**src/rtl/dmem_arb_pkg.sv**
```systemverilog
// Shared types and constants for the two-port data-memory arbiter.
// Holds the FSM encoding, port indices, the latched command layout and the range check.
package dmem_arb_pkg;

    typedef enum logic {
        ST_IDLE   = 1'b0,
        ST_ACCESS = 1'b1
    } state_t;

    localparam logic PORT0 = 1'b0;
    localparam logic PORT1 = 1'b1;

    // Command captured from the winning port when it is granted.
    typedef struct packed {
        logic        we;
        logic        port;
        logic [31:0] a;
        logic [31:0] wd;
    } cmd_t;

    function automatic logic addr_in_range(input logic [31:0] a, input logic [31:0] depth);
        return (a < depth);
    endfunction

endpackage

```
**src/rtl/dmem_arbiter_chk.sv**
```systemverilog
// Protocol properties of the arbiter outputs, bound into the top as a passive observer.
// Grants and responses are mutually exclusive and writes only issue from the access phase.
module dmem_arbiter_chk (
    input logic clk,
    input logic reset,
    input logic gnt0,
    input logic gnt1,
    input logic rvalid0,
    input logic rvalid1,
    input logic err0,
    input logic err1,
    input logic mem_we,
    input logic in_access
);

    a_gnt_onehot:   assert property (@(posedge clk) disable iff (reset) !(gnt0 && gnt1));
    a_rvalid_onehot: assert property (@(posedge clk) disable iff (reset) !(rvalid0 && rvalid1));
    a_err0_with_rv: assert property (@(posedge clk) disable iff (reset) err0 |-> rvalid0);
    a_err1_with_rv: assert property (@(posedge clk) disable iff (reset) err1 |-> rvalid1);
    a_we_in_access: assert property (@(posedge clk) disable iff (reset) mem_we |-> in_access);

endmodule

```
**src/rtl/dmem_arbiter_rr_pick2.sv**
```systemverilog
// Two-input round-robin winner selection; pointer names the port favoured on contention.
// A lone request always wins, whatever the pointer says.
module rr_pick2
    import dmem_arb_pkg::*;
(
    input  logic req0,
    input  logic req1,
    input  logic pointer,
    output logic winner,
    output logic valid
);

    // Pick the winning port from the live requests and the favoured port.
    always_comb begin
        winner = PORT0;
        valid  = req0 | req1;
        if (req0 && req1) begin
            winner = pointer;
        end else if (req1) begin
            winner = PORT1;
        end else begin
            winner = PORT0;
        end
    end

endmodule

```
**src/rtl/dmem_arbiter.sv**
```systemverilog
// Two-port arbiter for a single-ported data memory: one access every two cycles,
// round-robin on contention, range-checked against DEPTH with an error flag on the response.
module dmem_arbiter
    import dmem_arb_pkg::*;
#(
    parameter int unsigned DEPTH   = 64,
    parameter logic        RR_INIT = 1'b0
) (
    input  logic        clk,
    input  logic        reset,
    input  logic        req0,
    input  logic        req1,
    input  logic        we0,
    input  logic        we1,
    input  logic [31:0] a0,
    input  logic [31:0] a1,
    input  logic [31:0] wd0,
    input  logic [31:0] wd1,
    output logic        gnt0,
    output logic        gnt1,
    output logic        rvalid0,
    output logic        rvalid1,
    output logic [31:0] rd0,
    output logic [31:0] rd1,
    output logic        err0,
    output logic        err1,
    output logic        mem_we,
    output logic [31:0] mem_a,
    output logic [31:0] mem_wd,
    input  logic [31:0] mem_rd
);

    state_t      state_r;
    logic        ptr_r;
    cmd_t        cmd_r;
    logic        win_s;
    logic        win_valid_s;
    logic        in_range_s;
    logic [31:0] rd_data_s;
    cmd_t        sel_cmd_s;

    rr_pick2 u_pick (
        .req0    (req0),
        .req1    (req1),
        .pointer (ptr_r),
        .winner  (win_s),
        .valid   (win_valid_s)
    );

    // Gather the winning port's command fields for latching.
    always_comb begin
        sel_cmd_s = '{we: 1'b0, port: PORT0, a: 32'h0, wd: 32'h0};
        if (win_s == PORT1) begin
            sel_cmd_s = '{we: we1, port: PORT1, a: a1, wd: wd1};
        end else begin
            sel_cmd_s = '{we: we0, port: PORT0, a: a0, wd: wd0};
        end
    end

    // Out-of-range reads return zero instead of whatever the memory decodes.
    always_comb begin
        in_range_s = addr_in_range(cmd_r.a, 32'(DEPTH));
        rd_data_s  = 32'h0;
        if (in_range_s) begin
            rd_data_s = mem_rd;
        end else begin
            rd_data_s = 32'h0;
        end
    end

    // Reset is folded in combinationally so an aborted access never writes on the reset edge.
    assign mem_we = (state_r == ST_ACCESS) && cmd_r.we && in_range_s && !reset;
    assign mem_a  = cmd_r.a;
    assign mem_wd = cmd_r.wd;

    // Arbitration FSM with registered grant/response outputs.
    always_ff @(posedge clk) begin
        if (reset) begin
            state_r <= ST_IDLE;
            ptr_r   <= RR_INIT;
            cmd_r   <= '{we: 1'b0, port: PORT0, a: 32'h0, wd: 32'h0};
            gnt0    <= 1'b0;
            gnt1    <= 1'b0;
            rvalid0 <= 1'b0;
            rvalid1 <= 1'b0;
            err0    <= 1'b0;
            err1    <= 1'b0;
            rd0     <= 32'h0;
            rd1     <= 32'h0;
        end else begin
            gnt0    <= 1'b0;
            gnt1    <= 1'b0;
            rvalid0 <= 1'b0;
            rvalid1 <= 1'b0;
            err0    <= 1'b0;
            err1    <= 1'b0;
            case (state_r)
                ST_IDLE: begin
                    if (win_valid_s) begin
                        cmd_r   <= sel_cmd_s;
                        ptr_r   <= ~win_s;
                        state_r <= ST_ACCESS;
                        if (win_s == PORT1) begin
                            gnt1 <= 1'b1;
                        end else begin
                            gnt0 <= 1'b1;
                        end
                    end else begin
                        state_r <= ST_IDLE;
                    end
                end
                ST_ACCESS: begin
                    state_r <= ST_IDLE;
                    if (cmd_r.port == PORT1) begin
                        rvalid1 <= 1'b1;
                        err1    <= ~in_range_s;
                        if (!cmd_r.we) begin
                            rd1 <= rd_data_s;
                        end else begin
                            rd1 <= rd1;
                        end
                    end else begin
                        rvalid0 <= 1'b1;
                        err0    <= ~in_range_s;
                        if (!cmd_r.we) begin
                            rd0 <= rd_data_s;
                        end else begin
                            rd0 <= rd0;
                        end
                    end
                end
                default: begin
                    state_r <= ST_IDLE;
                end
            endcase
        end
    end

    dmem_arbiter_chk u_chk (
        .clk       (clk),
        .reset     (reset),
        .gnt0      (gnt0),
        .gnt1      (gnt1),
        .rvalid0   (rvalid0),
        .rvalid1   (rvalid1),
        .err0      (err0),
        .err1      (err1),
        .mem_we    (mem_we),
        .in_access (state_r == ST_ACCESS)
    );

endmodule
```
**config.mk**
```make
export PLATFORM = sky130hd
export DESIGN_NAME = dmem_arbiter
export DESIGN_NICKNAME = d
export VERILOG_FILES = /design/src/rtl/dmem_arb_pkg.sv /design/src/rtl/dmem_arbiter_chk.sv /design/src/rtl/dmem_arbiter_rr_pick2.sv /design/src/rtl/dmem_arbiter.sv
export SDC_FILE = /design/constraint.sdc
export NUM_CORES = 1
export LEC_CHECK = 0
export ABC_AREA = 1
export BUFFER_PORTS_ARGS = -buffer_cell sky130_fd_sc_hd__buf_2
export CAP_MARGIN = 20
export CORE_ASPECT_RATIO = 0.6
export CORE_MARGIN = 2
export CORE_UTILIZATION = 45
export CTS_CLUSTER_DIAMETER = 60
export DETAILED_ROUTE_END_ITERATION = 10
export PLACE_DENSITY = 0.8
export SLEW_MARGIN = 0
export SYNTH_ARGS = -nofsm -noshare
export SYNTH_HDL_FRONTEND = slang
export SYNTH_SLANG_ARGS = --single-unit
```
**constraint.sdc**
```tcl
create_clock -name clk -period 1.47 [get_ports clk]
set_input_delay 0 -clock clk [delete_from_list [all_inputs] [get_ports clk]]
set_output_delay 0 -clock clk [all_outputs]
set_load 0.05 [all_outputs]
```
* Word level (Yosys, flattened, before mapping) *
Cells that the tools add are included.

word-level totals
  register bits = 138
  input port bits = 166
  output and inout port bits = 135
  logic and storage cells = 44

operators by class
  magnitude comparators = 1
  muxes and demuxes = 10
  bitwise logic cells = 7
  reduce and logical (&&, ||, !) cells = 12

operator list
  kind                                                         count
  two-way mux 66 bit                                           1
  less-than comparator 32 x 7 -> 1 bit, second input constant  1
  two-way mux 32 bit                                           1
  OR reduction 3 bit                                           3
  two-way mux 1 bit                                            7
  NOT 1 bit                                                    6
  AND reduction 3 bit                                          2
  logical AND 1 bit                                            4
  one-hot mux 1 bit (2 select lines)                           1
  AND reduction 2 bit                                          1
  OR reduction 2 bit                                           1
  zero test 1 bit                                              1
  bitwise OR 1 bit                                             1

* Depth between registers and ports, before layout *
  depth after elaboration = 3
  gate-level depth with buffers = 10

* Cells and area by module *
A second synthesis with hierarchy kept.

unflattened totals
  cell total of the unflattened synthesis = 735
  area, all modules = 5,764.3 sq um

modules (own cells, without submodules)
  module        times used  cells an instance  area an instance (sq um)  seq. area each (sq um)
  dmem_arbiter  1           730                5,741.8                   2,762.6
  rr_pick2      1           5                  22.5                      0.0

* Least setup slack after synthesis *
OpenSTA, ideal clock, no wires.

  path kind = reg-to-output
  from = reg cmd_r, in the netlist mem_a[6]
  to = out mem_we
  data arrival time = 2.064 ns
  setup slack = -0.594 ns
  stages on the path, launching flop included = 5
  path buffers = 0
  cell sequence = dfxtp_1 -> or2_1 -> nor3_4 -> nand2_1 -> nor3b_1

between the ends
  longest elaborated chain between the ends = 3

ends and longest elaborated chain
  item                                  RTL line             text
  start: declaration                    dmem_arbiter.sv:35   cmd_t cmd_r;
  start signal: assignment              dmem_arbiter.sv:81   cmd_r <= '{we: 1'b0, port: PORT0, a: 32'h0, wd: 32'h0};
  start signal: assignment              dmem_arbiter.sv:100  cmd_r <= sel_cmd_s;
  less-than comparator 32 x 7 -> 1 bit  dmem_arb_pkg.sv:22   return (a < depth);
  logical AND 1 bit (2 in series)       dmem_arbiter.sv:72   assign mem_we = (state_r == ST_ACCESS) && cmd_r.we && in_range_s && !reset;
  end: declaration                      dmem_arbiter.sv:27   output logic mem_we,

Every way passes these cells.

* Worst setup path after layout *
  from = reg cmd_r, in the netlist mem_a[7]
  to = out mem_we

Same word-level chain as after synthesis.

==> key figures <==
Clocking
  – Num Clock Sinks: roughly 140
  – H-tree depth: 4
  – Clock Root Buffer: clkbuf_16
  – Clk buf depth: 2
  – Clock transition at path regs: around 0.060 ns
  – CTS Buf Count: 17
  – TritonCTS clock tree: built
  – Worst skew pair latency: just over 0.4 ns

Timing
  – Max_slew headroom: 0.774
  – Fmax: 570 MHz
  – Final setup fails: 63
  – Clock Skew: approximately 0.010 ns
  – Final slew viol count: 0
  – Slew @ Worst Pin: around 0.34 ns
  – Final period util: 1.19
  – RSZ-0062 raised after global routing: yes
  – Final setup margin: -0.283 ns
  – Fin. Hold Viols: 0
  – Min Tclk post-route: about 1.8 ns

Placed design
  – Cell total after placement: 1137
  – Post-DP HPWL: around 12000 um
  – Dpl ws: -0.00482 ns
  – Port bufs: 300
  – GP Congestion: 0.807
  – Post-Place Cell Area: 0.00714 mm^2

Drt
  – Metal3 WL: around 2000 um
  – First-iteration detailed-routing DRC count: ~430
  – Drt wl/cell: roughly 17 um
  – Final WL: 23000 um
  – DRC viols: 0
  – Vias: 7023
  – Via/cell ratio: roughly 5.2
  – Drt first pass iters: 5
  – Final antenna-violating net count: 0
  – Metal2 WL: 10900 um
  – DRT met1 WL: 9010 um
  – Top Metal Used: met4

Yosys
  – Synthesized flop and latch total: between 100 and 150
  – Register area share after synthesis: 0.477
  – Post-synthesis net count: approximately 920
  – Yosys warnings: 0
  – Synth Area per Inst: between 7 and 8 um^2
  – Main synth FF type: dfxtp_1
  – Count of cell types in the netlist: 22
  – EDFF count, synth: 0
  – Synth Instances: ~760
  – Ys async rst share: 0
  – Post-synthesis cell area: ~0.0058 mm^2

Critical path
  – Critical path arrival: between 1.5 and 2 ns
  – Critical path peak fanout: 2
  – CP startpoint kind: flip-flop
  – Crit end category: output pin
  – Req. time, crit path: 1.47 ns
  – Kind of critical path: flip-flop to output pin
  – Reg2reg path depth: 7

Layout
  – Layout cells sized above 1: 0.361
  – Layout Nets: roughly 1300
  – Final Util: 0.762
  – Post-Layout Cell Count: between 1000 and 1500
  – Post-route design area: about 0.0097 mm^2
  – Area Growth Syn to Fin: 66.9%

Pwr
  – Max VDD drop: approximately 0.79 mV
  – Pwr per Cell Area: 1170 mW/mm^2
  – Total Power: around 11 mW
  – Leakage: roughly 4.6 nW

Global route
  – Grt ovf: 0
  – Largest net degree at the start of global routing: 75
  – Total track usage: 0.321
  – Antenna violations before repair: 0
  – Vias in the first global route: 6949
  – First-pass GRT wire length: between 30000 and 40000 um

Floorplan
  – Die Width: ~150 um
  – Full die area: 0.0138 mm^2
  – Io pins: roughly 300
  – Starting Density: 0.456
  – Die Ht: 91.9 um
  – # rows: 32
  – Core area: 0.0127 mm^2

Outcome
  – Violated checks: setup timing
  – Status: complete, but fails checks

Min path
  – Min-delay worst type: input pin to flip-flop
  – Hold depth: 3

Job
  – Maxcap violations: 0
[synthesized netlist by cell type, types with 2 or more instances]
master	number	area share
nor2_1	17	0.011
nor3_4	3	0.0084
nand3_1	39	0.034
a21oi_1	65	0.056
buf_4	72	0.093
inv_1	28	0.018
clkbuf_1	22	0.014
nand2_1	215	0.14
o211ai_1	2	0.0026
buf_2	23	0.020
nor3_1	3	0.0026
a31oi_1	55	0.059
dfxtp_1	138	0.48
o21ai_0	65	0.056
[per-stage QoR]
step                hold WS [ns]   TNS, ns
floorplan                  0.138         0
global placement           0.237         0
detailed placement         0.248  -0.00997
CTS                     0.000474     -3.72
global route              0.0171    -10.71
finish                    0.0108     -7.14
[sequential cells by signal, indices dropped and copies added, names as in the netlist]
| name | count |
|---|---|
| gnt1 | 1 |
| rd1 | 32 |
| err1 | 1 |
| mem_wd | 32 |
| err0 | 1 |
| rd0 | 32 |
| state_r | 1 |
| mem_a | 32 |
| rvalid0 | 1 |
| cmd_r | 2 |
| ptr_r | 1 |
| rvalid1 | 1 |
| gnt0 | 1 |
[area by class of cell]
type / instances / area [um^2]
timing repair buffer: 507 / 3670
fill: 866 / 3020
sequential: 138 / 2770
multi-input combinational: 470 / 2350
clock buffer: 17 / 425
tap: 170 / 213
clock inverter: 15 / 131
inverter: 29 / 109
antenna: 1 / 2.50
[cells in the final DEF, fill, tap and decap left out, types with 4 or more instances in the layout]
cell type | netlist | layout
buf_2 | 23 | 299
dfxtp_2 | 0 | 5
nor2_1 | 17 | 10
inv_1 | 28 | 25
dlygate4sd3_1 | 0 | 163
clkbuf_16 | 0 | 19
nand3_2 | 0 | 7
nand3_1 | 39 | 32
a31oi_1 | 55 | 55
inv_2 | 1 | 4
inv_6 | 0 | 7
buf_6 | 0 | 5
nor2_4 | 0 | 4
buf_4 | 72 | 27
dfxtp_1 | 138 | 133
a21oi_2 | 0 | 15
o21ai_0 | 65 | 65
nand2_1 | 215 | 211
a21oi_1 | 65 | 50
buf_12 | 0 | 9
[timing repair]
item | in CTS | in global routing
pin swaps | 9 | 7
endpoints found under the hold margin | 132 | 0
hold buffers | 163 | 0
gates cloned | 2 | 2
endpoints found under the setup margin | 20 | 112
resized for setup | 21 | 29
setup buffers | 2 | 9
[path summary, 6_finish.rpt]
check             slack (ns)  startpoint        end
setup / recovery       -0.28    mem_a[7]     mem_we
setup reg to reg       -0.16    mem_a[7]     rd0[1]
hold reg to reg         0.49   mem_wd[7]  mem_wd[7]
hold / removal          0.01        req0    state_r
[report_power, final]
part	total, mW	leakage, nW	internal (mW)	switching, mW
Combinational	3.10	3.16	1.12	1.98
Clock	4.04	0.268	2.23	1.81
Sequential	4.18	1.13	4.02	0.157
Total	11.3	4.56	7.37	3.94
[worst max-delay path, stage by stage, from the launching register on]
cell and delay [ns]:
dfxtp_2 0.32, or2_4 0.25, nor3_4 0.22, buf_12 0.13, nand2_4 0.05, nor3b_4 0.19, buf_6 0.19
[logic make-up after synthesis]
group / Yosys count / synth area share
AO/OA/AOI/OAI: 190 / 0.178
buffers and inverters: 147 / 0.147
flip-flops: 138 / 0.477
AND/OR/NAND/NOR: 280 / 0.198
[layer usage]
metal,vias up,GRT usage
met2,429,0.531
met5,-,0
met1,3221,0.372
met4,0,0.188
met3,103,0.0881
li1,3270,-
(Power assumes the default switching activity.)
